<file path="config.mk">
export PLATFORM = sky130hd
export DESIGN_NAME = serial_sub_ctrl
export DESIGN_NICKNAME = d
export VERILOG_FILES = /design/src/rtl/serial_sub_pkg.sv /design/src/rtl/fs_cell.sv /design/src/rtl/serial_sub_ctrl.sv
export SDC_FILE = /design/constraint.sdc
export NUM_CORES = 1
export LEC_CHECK = 0
export CAP_MARGIN = 20
export CORE_MARGIN = 3
export CORE_UTILIZATION = 57
export CTS_BUF_LIST = sky130_fd_sc_hd__clkbuf_8
export DETAILED_ROUTE_END_ITERATION = 8
export MAX_ROUTING_LAYER = met4
export PLACE_DENSITY_LB_ADDON = 0.08
export SLEW_MARGIN = 20
export SYNTH_ARGS = -nofsm -noshare
export SYNTH_HDL_FRONTEND = slang
export SYNTH_SLANG_ARGS = --single-unit
</file>
<file path="constraint.sdc">
create_clock -name clk -period 2.15 [get_ports clk]
set_clock_uncertainty 0.15 [all_clocks]
set_input_delay 0.215 -clock clk [delete_from_list [all_inputs] [get_ports clk]]
set_output_delay 0.215 -clock clk [all_outputs]
set_load 0.05 [all_outputs]
</file>
<file path="src/rtl/serial_sub_pkg.sv">
// Shared types and helpers for the bit-serial subtractor controller.
// Holds the controller state enum and the counter width function.
package serial_sub_pkg;

  typedef enum logic [1:0] {
    IDLE,
    RUN,
    DONE
  } state_t;

  function automatic int cnt_w(input int w);
    return (w > 2) ? $clog2(w) : 1;
  endfunction

endpackage

</file>
<file path="src/rtl/fs_cell.sv">
// One-bit full subtractor cell: d = x - y - bi, bo = borrow out.
// Purely combinational; the controller carries the borrow between cycles.
module fs_cell (
  input  logic x,
  input  logic y,
  input  logic bi,
  output logic d,
  output logic bo
);

  assign d  = x ^ y ^ bi;
  assign bo = (~x & y) | (~(x ^ y) & bi);

endmodule

</file>
<file path="src/rtl/serial_sub_ctrl.sv">
// Bit-serial WIDTH-bit subtractor controller driving one fs_cell LSB-first.
// Computes a - b - bin over WIDTH cycles; diff/bout update only on completion.
module serial_sub_ctrl
  import serial_sub_pkg::*;
#(
  parameter int WIDTH = 8
) (
  input  logic             clk,
  input  logic             rst,
  input  logic             start,
  input  logic [WIDTH-1:0] a,
  input  logic [WIDTH-1:0] b,
  input  logic             bin,
  output logic             busy,
  output logic             done,
  output logic [WIDTH-1:0] diff,
  output logic             bout
);

  localparam int CW = cnt_w(WIDTH);
  localparam logic [CW-1:0] LAST = CW'(WIDTH - 1);

  state_t           st;
  logic [WIDTH-1:0] sa;
  logic [WIDTH-1:0] sb;
  logic [WIDTH-1:0] sd;
  logic [WIDTH-1:0] sd_nx;
  logic             br;
  logic [CW-1:0]    cnt;
  logic             d;
  logic             bo;

  fs_cell u_cell (
    .x (sa[0]),
    .y (sb[0]),
    .bi(br),
    .d (d),
    .bo(bo)
  );

  // Written bitwise so WIDTH=1 needs no reversed slice.
  always_comb begin
    sd_nx = sd >> 1;
    sd_nx[WIDTH-1] = d;
  end

  always_ff @(posedge clk) begin
    if (rst) begin
      st   <= IDLE;
      busy <= 1'b0;
      done <= 1'b0;
      diff <= '0;
      bout <= 1'b0;
      sa   <= '0;
      sb   <= '0;
      sd   <= '0;
      br   <= 1'b0;
      cnt  <= '0;
    end else begin
      done <= 1'b0;
      unique case (st)
        IDLE, DONE: begin
          if (start) begin
            sa   <= a;
            sb   <= b;
            br   <= bin;
            cnt  <= '0;
            busy <= 1'b1;
            st   <= RUN;
          end else begin
            st <= IDLE;
          end
        end
        RUN: begin
          sa  <= sa >> 1;
          sb  <= sb >> 1;
          sd  <= sd_nx;
          br  <= bo;
          cnt <= cnt + 1'b1;
          if (cnt == LAST) begin
            diff <= sd_nx;
            bout <= bo;
            busy <= 1'b0;
            done <= 1'b1;
            st   <= DONE;
          end
        end
        default: st <= IDLE;
      endcase
    end
  end

endmodule

</file>
After elaboration in Yosys (flattened, before gate mapping)
Cells that the tools add are included.

Register bits after elaboration: 41. Bits in read-only memories: 0. Latch bits: 0. Input bits: 20. Memory bits (writable): 0. Memories: 0. Word-level logic and storage cells: 46. Output and inout bits: 11.

Multipliers: 0. Mux-type cells: 15. Eq/ne operators: 5. Bitwise operators: 8. Add/sub/neg operators: 1. $lt $le $gt $ge: 0. Divide/modulo/power cells: 0. Shifts and indexed selects: 0. Reductions and logical operators: 7.

Operators with widths (count): 8-bit case mux with 2 select lines (2); 8-bit 2-to-1 mux (2); 3-bit case mux with 2 select lines (1); 1-bit 2-to-1 mux (5); 2-bit inequality test, second input constant (2); 1-bit case mux with 2 select lines (2); 2-bit case mux with 2 select lines (1); 2-bit AND reduction (2); 2-bit OR reduction (2); 3-bit by 1-bit adder with 3-bit output, second input constant (1); 3-bit equality test, second input constant (1); 3-bit 2-to-1 mux (1); 1-bit NOT (3); 3-bit AND reduction (1); 1-bit AND (2); 2-bit by 1-bit equality test with 1-bit output, second input constant (1); 2-bit equality test, second input constant (1); 2-bit zero test (1); 2-bit 2-to-1 mux (1); 2-bit nonzero test (1); 1-bit bitwise XOR (2); 1-bit OR (1).

Longest topological paths before layout
Depth after elaboration: 5. Gate-level depth with buffers: 6. Depth with buffers taken out: 5.

Cells and area by module
A second synthesis with hierarchy kept.

Cell total of the unflattened synthesis: 197. Area, all modules: 1630.3 um^2.

By module, submodules not included: serial_sub_ctrl (cells an instance 193, area each 1599.0 um^2, seq. area each 800.8 um^2, instances 1); fs_cell (cells an instance 4, area each 31.3 um^2, seq. area each 0.0 um^2, instances 1).

Least setup slack after synthesis
No wires, ideal clock.

Kind: reg2reg. Start: register cnt[0]. End: register bout. Setup slack: 0.722 ns. Buffers on the path: 1. Arrival: 1.192 ns. Setup time: 0.086 ns. Period minus slack after synthesis: 1.428 ns. Required time: 1.914 ns. Cell stages (with the launch flop): 6. Cell sequence: dfxtp_1 > ha_1 > ha_1 > and3b_1 > buf_4 > a211oi_1.

Cells in the longest elaborated chain, start to end: 2.

RTL lines: start: declaration (line serial_sub_ctrl.sv:29) `logic [CW-1:0] cnt;`; start signal: assignment (line serial_sub_ctrl.sv:79) `cnt <= cnt + 1'b1;`; 3-bit equality test (line serial_sub_ctrl.sv:80) `if (cnt == LAST) begin`; 2-bit AND reduction (no source line); end signal: assignment (line serial_sub_ctrl.sv:82) `bout <= bo;`; end: declaration (line serial_sub_ctrl.sv:17) `output logic bout`.

No other way between the ends. A chain may end at the register's enable or synchronous reset.

Final worst setup path
Start: register diff[2]. End: output diff[2].

RTL lines: start: declaration (line serial_sub_ctrl.sv:16) `output logic [WIDTH-1:0] diff,`; start signal: assignment (line serial_sub_ctrl.sv:81) `diff <= sd_nx;`.

No word-level cell between the ends.

==> metrics.txt <==
# TYPE chip_impl_metric gauge
chip_impl_info{name="outcome",value="finished clean"} 1
chip_impl_metric{name="gr-usage-all-layers",unit="%"} 22.20
chip_impl_info{name="setup.worst_path.end_class",value="primary output"} 1
chip_impl_info{name="tritoncts",value="yes"} 1
chip_impl_metric{name="global_route_wire_length_before_repair",unit="um"} 5713
chip_impl_info{name="critical_path.startpoint_type",value="register"} 1
chip_impl_metric{name="layout-drive-gt1-share",unit="%"} 5.909
chip_impl_info{name="cell_type_with_the_highest_aggregate_area_in_the_netlist",value="sky130_fd_sc_hd__dfxtp_1"} 1
chip_impl_metric{name="power_density",unit="mW/mm2"} 796.3
chip_impl_info{name="worstPathCellList",value="clkdlybuf4s50_1"} 1
chip_impl_metric{name="post-route-drc-count",unit=""} 0
chip_impl_metric{name="maximum_number_of_pins_on_one_net_before_global_route_repair",unit=""} 30
chip_impl_info{name="critical-path-slowest-cell",value="sky130_fd_sc_hd__clkdlybuf4s50_1"} 1
chip_impl_metric{name="first_pass_iters",unit=""} 4
chip_impl_metric{name="detailed_place_hpwl",unit="um"} 2278
chip_impl_metric{name="layout.core_utilization",unit="%"} 77.29
chip_impl_metric{name="num_io_pins",unit=""} 31
chip_impl_metric{name="worst-r2r-cell-count",unit=""} 4
chip_impl_metric{name="netlist_area",unit="mm2"} 0.001608
chip_impl_metric{name="maxSlewHeadroom",unit="%"} 54.16
chip_impl_metric{name="initial_utilization",unit="%"} 62.62
chip_impl_metric{name="tightestPinTransition",unit="ns"} 0.6863
chip_impl_metric{name="cp.depth",unit=""} 1
chip_impl_metric{name="rows",unit=""} 18
chip_impl_metric{name="die_height",unit="um"} 59.11
chip_impl_metric{name="first_global_vias",unit=""} 1350
chip_impl_metric{name="post-route-period-util",unit="%"} 83.92
chip_impl_metric{name="slew_violations",unit=""} 0
chip_impl_metric{name="layout.nets",unit=""} 242
chip_impl_metric{name="synth_sequential_area_ratio",unit="%"} 49.81
chip_impl_metric{name="worstHoldPathCells",unit=""} 2
chip_impl_metric{name="clockBufferDepth",unit=""} 2
chip_impl_metric{name="netlist-cell-type-count",unit=""} 23
chip_impl_metric{name="timing.setup.tns",unit="ns"} 0
chip_impl_metric{name="finalPower",unit="uW"} 1580
chip_impl_metric{name="cp_max_fo",unit=""} 2
chip_impl_metric{name="postRouteWirelength",unit="um"} 3211
chip_impl_metric{name="cts-buffers-inserted",unit=""} 5
chip_impl_metric{name="synth.net_count",unit=""} 217
chip_impl_metric{name="port-buffer-count",unit=""} 30
chip_impl_metric{name="cts_htree_levels",unit=""} 2
chip_impl_metric{name="ctsHoldBuffers",unit=""} 0
chip_impl_info{name="rsz0062_at_grt",value="false"} 1
chip_impl_info{name="worst_hold_path_type",value="reg2reg"} 1
chip_impl_metric{name="timing.critical_path.arrival",unit="ns"} 1.44
chip_impl_metric{name="core_area",unit="mm2"} 0.002567
chip_impl_metric{name="detailedRoute.firstIterationViolations",unit=""} 74
chip_impl_metric{name="die_x",unit="um"} 59.11
chip_impl_info{name="cts_root_buf",value="sky130_fd_sc_hd__clkbuf_8"} 1
chip_impl_metric{name="antenna_left",unit=""} 0
chip_impl_metric{name="fmax",unit="MHz"} 554.2
chip_impl_metric{name="timing.critical_path.buf_inv",unit=""} 1
chip_impl_metric{name="critical_path.max_stage_delay",unit="ns"} 0.81
chip_impl_metric{name="vias",unit=""} 1396
chip_impl_metric{name="detail_route.wl_per_cell",unit="um"} 12.84
chip_impl_metric{name="finalSetupViolations",unit=""} 0
chip_impl_metric{name="worst-endpoint-required",unit="ns"} 1.78
chip_impl_metric{name="power_leakage",unit="uW"} 0.0007329
chip_impl_metric{name="place.gp.congestion",unit=""} 0.7397
chip_impl_info{name="synth.area.top_cells",value="sky130_fd_sc_hd__dfxtp_1 50%, sky130_fd_sc_hd__nand2_1 14%, sky130_fd_sc_hd__a311oi_1 7.6%"} 1
chip_impl_metric{name="ir_worst_vdd",unit="V"} 0.0007897
chip_impl_metric{name="clkSlewWorstSetupHoldPaths",unit="ns"} 0.07
chip_impl_metric{name="hold_viol_final",unit=""} 0
chip_impl_metric{name="area_delta_synth_final",unit="%"} 23.42
chip_impl_metric{name="drt-vias-per-instance",unit=""} 5.584
chip_impl_metric{name="dieArea",unit="mm2"} 0.003494
chip_impl_metric{name="insertedDiodeCount",unit=""} 0
chip_impl_info{name="critical-path-top-delay-family",value="buffers and inverters"} 1
chip_impl_info{name="path_class",value="reg2out"} 1
chip_impl_metric{name="synth.avg_cell_area",unit="um2"} 8.288
chip_impl_metric{name="synthCells",unit=""} 194
chip_impl_metric{name="yosys_register_bits",unit=""} 40
chip_impl_metric{name="cap_viol_max_count",unit=""} 0
chip_impl_metric{name="cts.sinks",unit=""} 40
chip_impl_metric{name="postCtsResizedCells",unit=""} 0
chip_impl_metric{name="yosysWarningCount",unit=""} 0
chip_impl_metric{name="globalRoute.totalOverflow",unit=""} 0
chip_impl_metric{name="clock_latency",unit="ns"} 0.29
chip_impl_metric{name="cts_setup_buffers",unit=""} 0
chip_impl_metric{name="antenna_found_initial",unit=""} 0
chip_impl_metric{name="netlist.area_leader.share",unit="%"} 49.81
chip_impl_metric{name="final.min_clock_period",unit="ns"} 1.804
==> synthesized netlist by cell type <==
cell and n:
sky130_fd_sc_hd__clkbuf_1 4, sky130_fd_sc_hd__nand2_1 62, sky130_fd_sc_hd__a2bb2oi_1 1, sky130_fd_sc_hd__nor2_1 19
sky130_fd_sc_hd__buf_6 1, sky130_fd_sc_hd__dfxtp_1 40, sky130_fd_sc_hd__nor2b_2 1, sky130_fd_sc_hd__a311oi_1 14
sky130_fd_sc_hd__o21a_1 1, sky130_fd_sc_hd__buf_4 6, sky130_fd_sc_hd__a211oi_1 1, sky130_fd_sc_hd__nand3_1 6
sky130_fd_sc_hd__buf_2 4, sky130_fd_sc_hd__nand2b_1 2, sky130_fd_sc_hd__and3b_1 1, sky130_fd_sc_hd__a21oi_1 22
sky130_fd_sc_hd__buf_12 1, sky130_fd_sc_hd__fa_1 1, sky130_fd_sc_hd__nand3b_1 1, sky130_fd_sc_hd__inv_1 2
sky130_fd_sc_hd__ha_1 2, sky130_fd_sc_hd__or2b_2 1, sky130_fd_sc_hd__nor2b_1 1
==> cells in the final DEF, fill, tap and decap left out, drive strengths merged <==
cell,synthesis,routed
buf,12,4
nand3,6,6
o21a,1,1
clkbuf,4,5
or2b,1,1
bufinv,0,1
clkinv,0,1
nor2,19,19
nand3b,1,1
dfxtp,40,40
nand2b,2,2
fa,1,1
ha,2,2
a21oi,22,22
nand2,62,62
a211oi,1,1
and3b,1,1
nor2b,2,2
a2bb2oi,1,1
a311oi,14,14
inv,2,3
clkdlybuf4s50,0,30
==> cell families (layout without fill, tap and decap cells) <==
kind of cell	count (synthesis)	count (layout)	synth area share (%)
AO/OA/AOI/OAI	39	39	15.95
buffers and inverters	18	44	7.393
AND/OR/NAND/NOR	94	94	24.05
adder cells (fa/ha/maj)	3	3	2.801
flip-flops	40	40	49.81
==> worst register-to-register path: stages, from the launching register on <==
cell	delay, ns
sky130_fd_sc_hd__dfxtp_1	0.35
sky130_fd_sc_hd__nand2b_1	0.48
sky130_fd_sc_hd__buf_12	0.25
sky130_fd_sc_hd__nor2_1	0.07
sky130_fd_sc_hd__a311oi_1	0.27
==> worst paths after layout <==
| path | startpoint | end | slack (ns) |
|---|---|---|---|
| min | diff[3] | diff[3] | 0.30 |
| max reg2reg | st[1] | sb[2] | 0.48 |
| min reg2reg | diff[3] | diff[3] | 0.30 |
| max | diff[2] | diff[2] | 0.35 |
==> through the flow <==
| stage | cell area [um2] | hold WS, ns | cells | worst slack [ns] |
|---|---|---|---|---|
| after floorplan | 1608 | 0.2010 | 194 | 0.7221 |
| after global placement | 1877 | 0.2930 | 242 | 0.5219 |
| after detailed placement | 1877 | 0.2976 | 242 | 0.4597 |
| after CTS | 1984 | 0.3081 | 250 | 0.3229 |
| after global routing | 1984 | 0.3307 | 250 | 0.2944 |
| final | 1984 | 0.3018 | 250 | 0.3456 |
==> layer usage <==
| metal | routed length [um] | track usage, % | part of all wire, % | vias to the layer above |
|---|---|---|---|---|
| li1 | - | - | - | 695 |
| met1 | 1419 | 24.28 | 44 | 646 |
| met2 | 1533 | 37.70 | 48 | 44 |
| met3 | 185 | 3.922 | 5.8 | 11 |
| met4 | 73 | 12.62 | 2.3 | 0 |
| met5 | 0 | - | 0 | - |
==> sequential cells by signal, summed over array words and instances, names as in the netlist <==
register and cells:
diff 8, sa 8, sb 8, sd 7, cnt 3, st 2, bout 1, br 1
busy 1, done 1
==> report_power, final <==
part | leakage, uW | switching, uW | total, uW | internal (uW)
clock | 0.0000593 | 256 | 596 | 339
combinational | 0.000347 | 98.1 | 183 | 85.3
sequential | 0.000327 | 22.6 | 801 | 778
total | 0.000733 | 377 | 1580 | 1200
==> cell type report <==
cell class | count | area, um2
flip-flops and latches | 40 | 800.8
multi-input cells | 136 | 688.2
fillers | 189 | 583.1
repair buffers | 34 | 342.8
clock buffers | 5 | 68.82
clock inverters | 3 | 38.79
well taps | 30 | 37.54
inverters | 2 | 7.507
No activity file was read; power rests on OpenSTA's default activity.
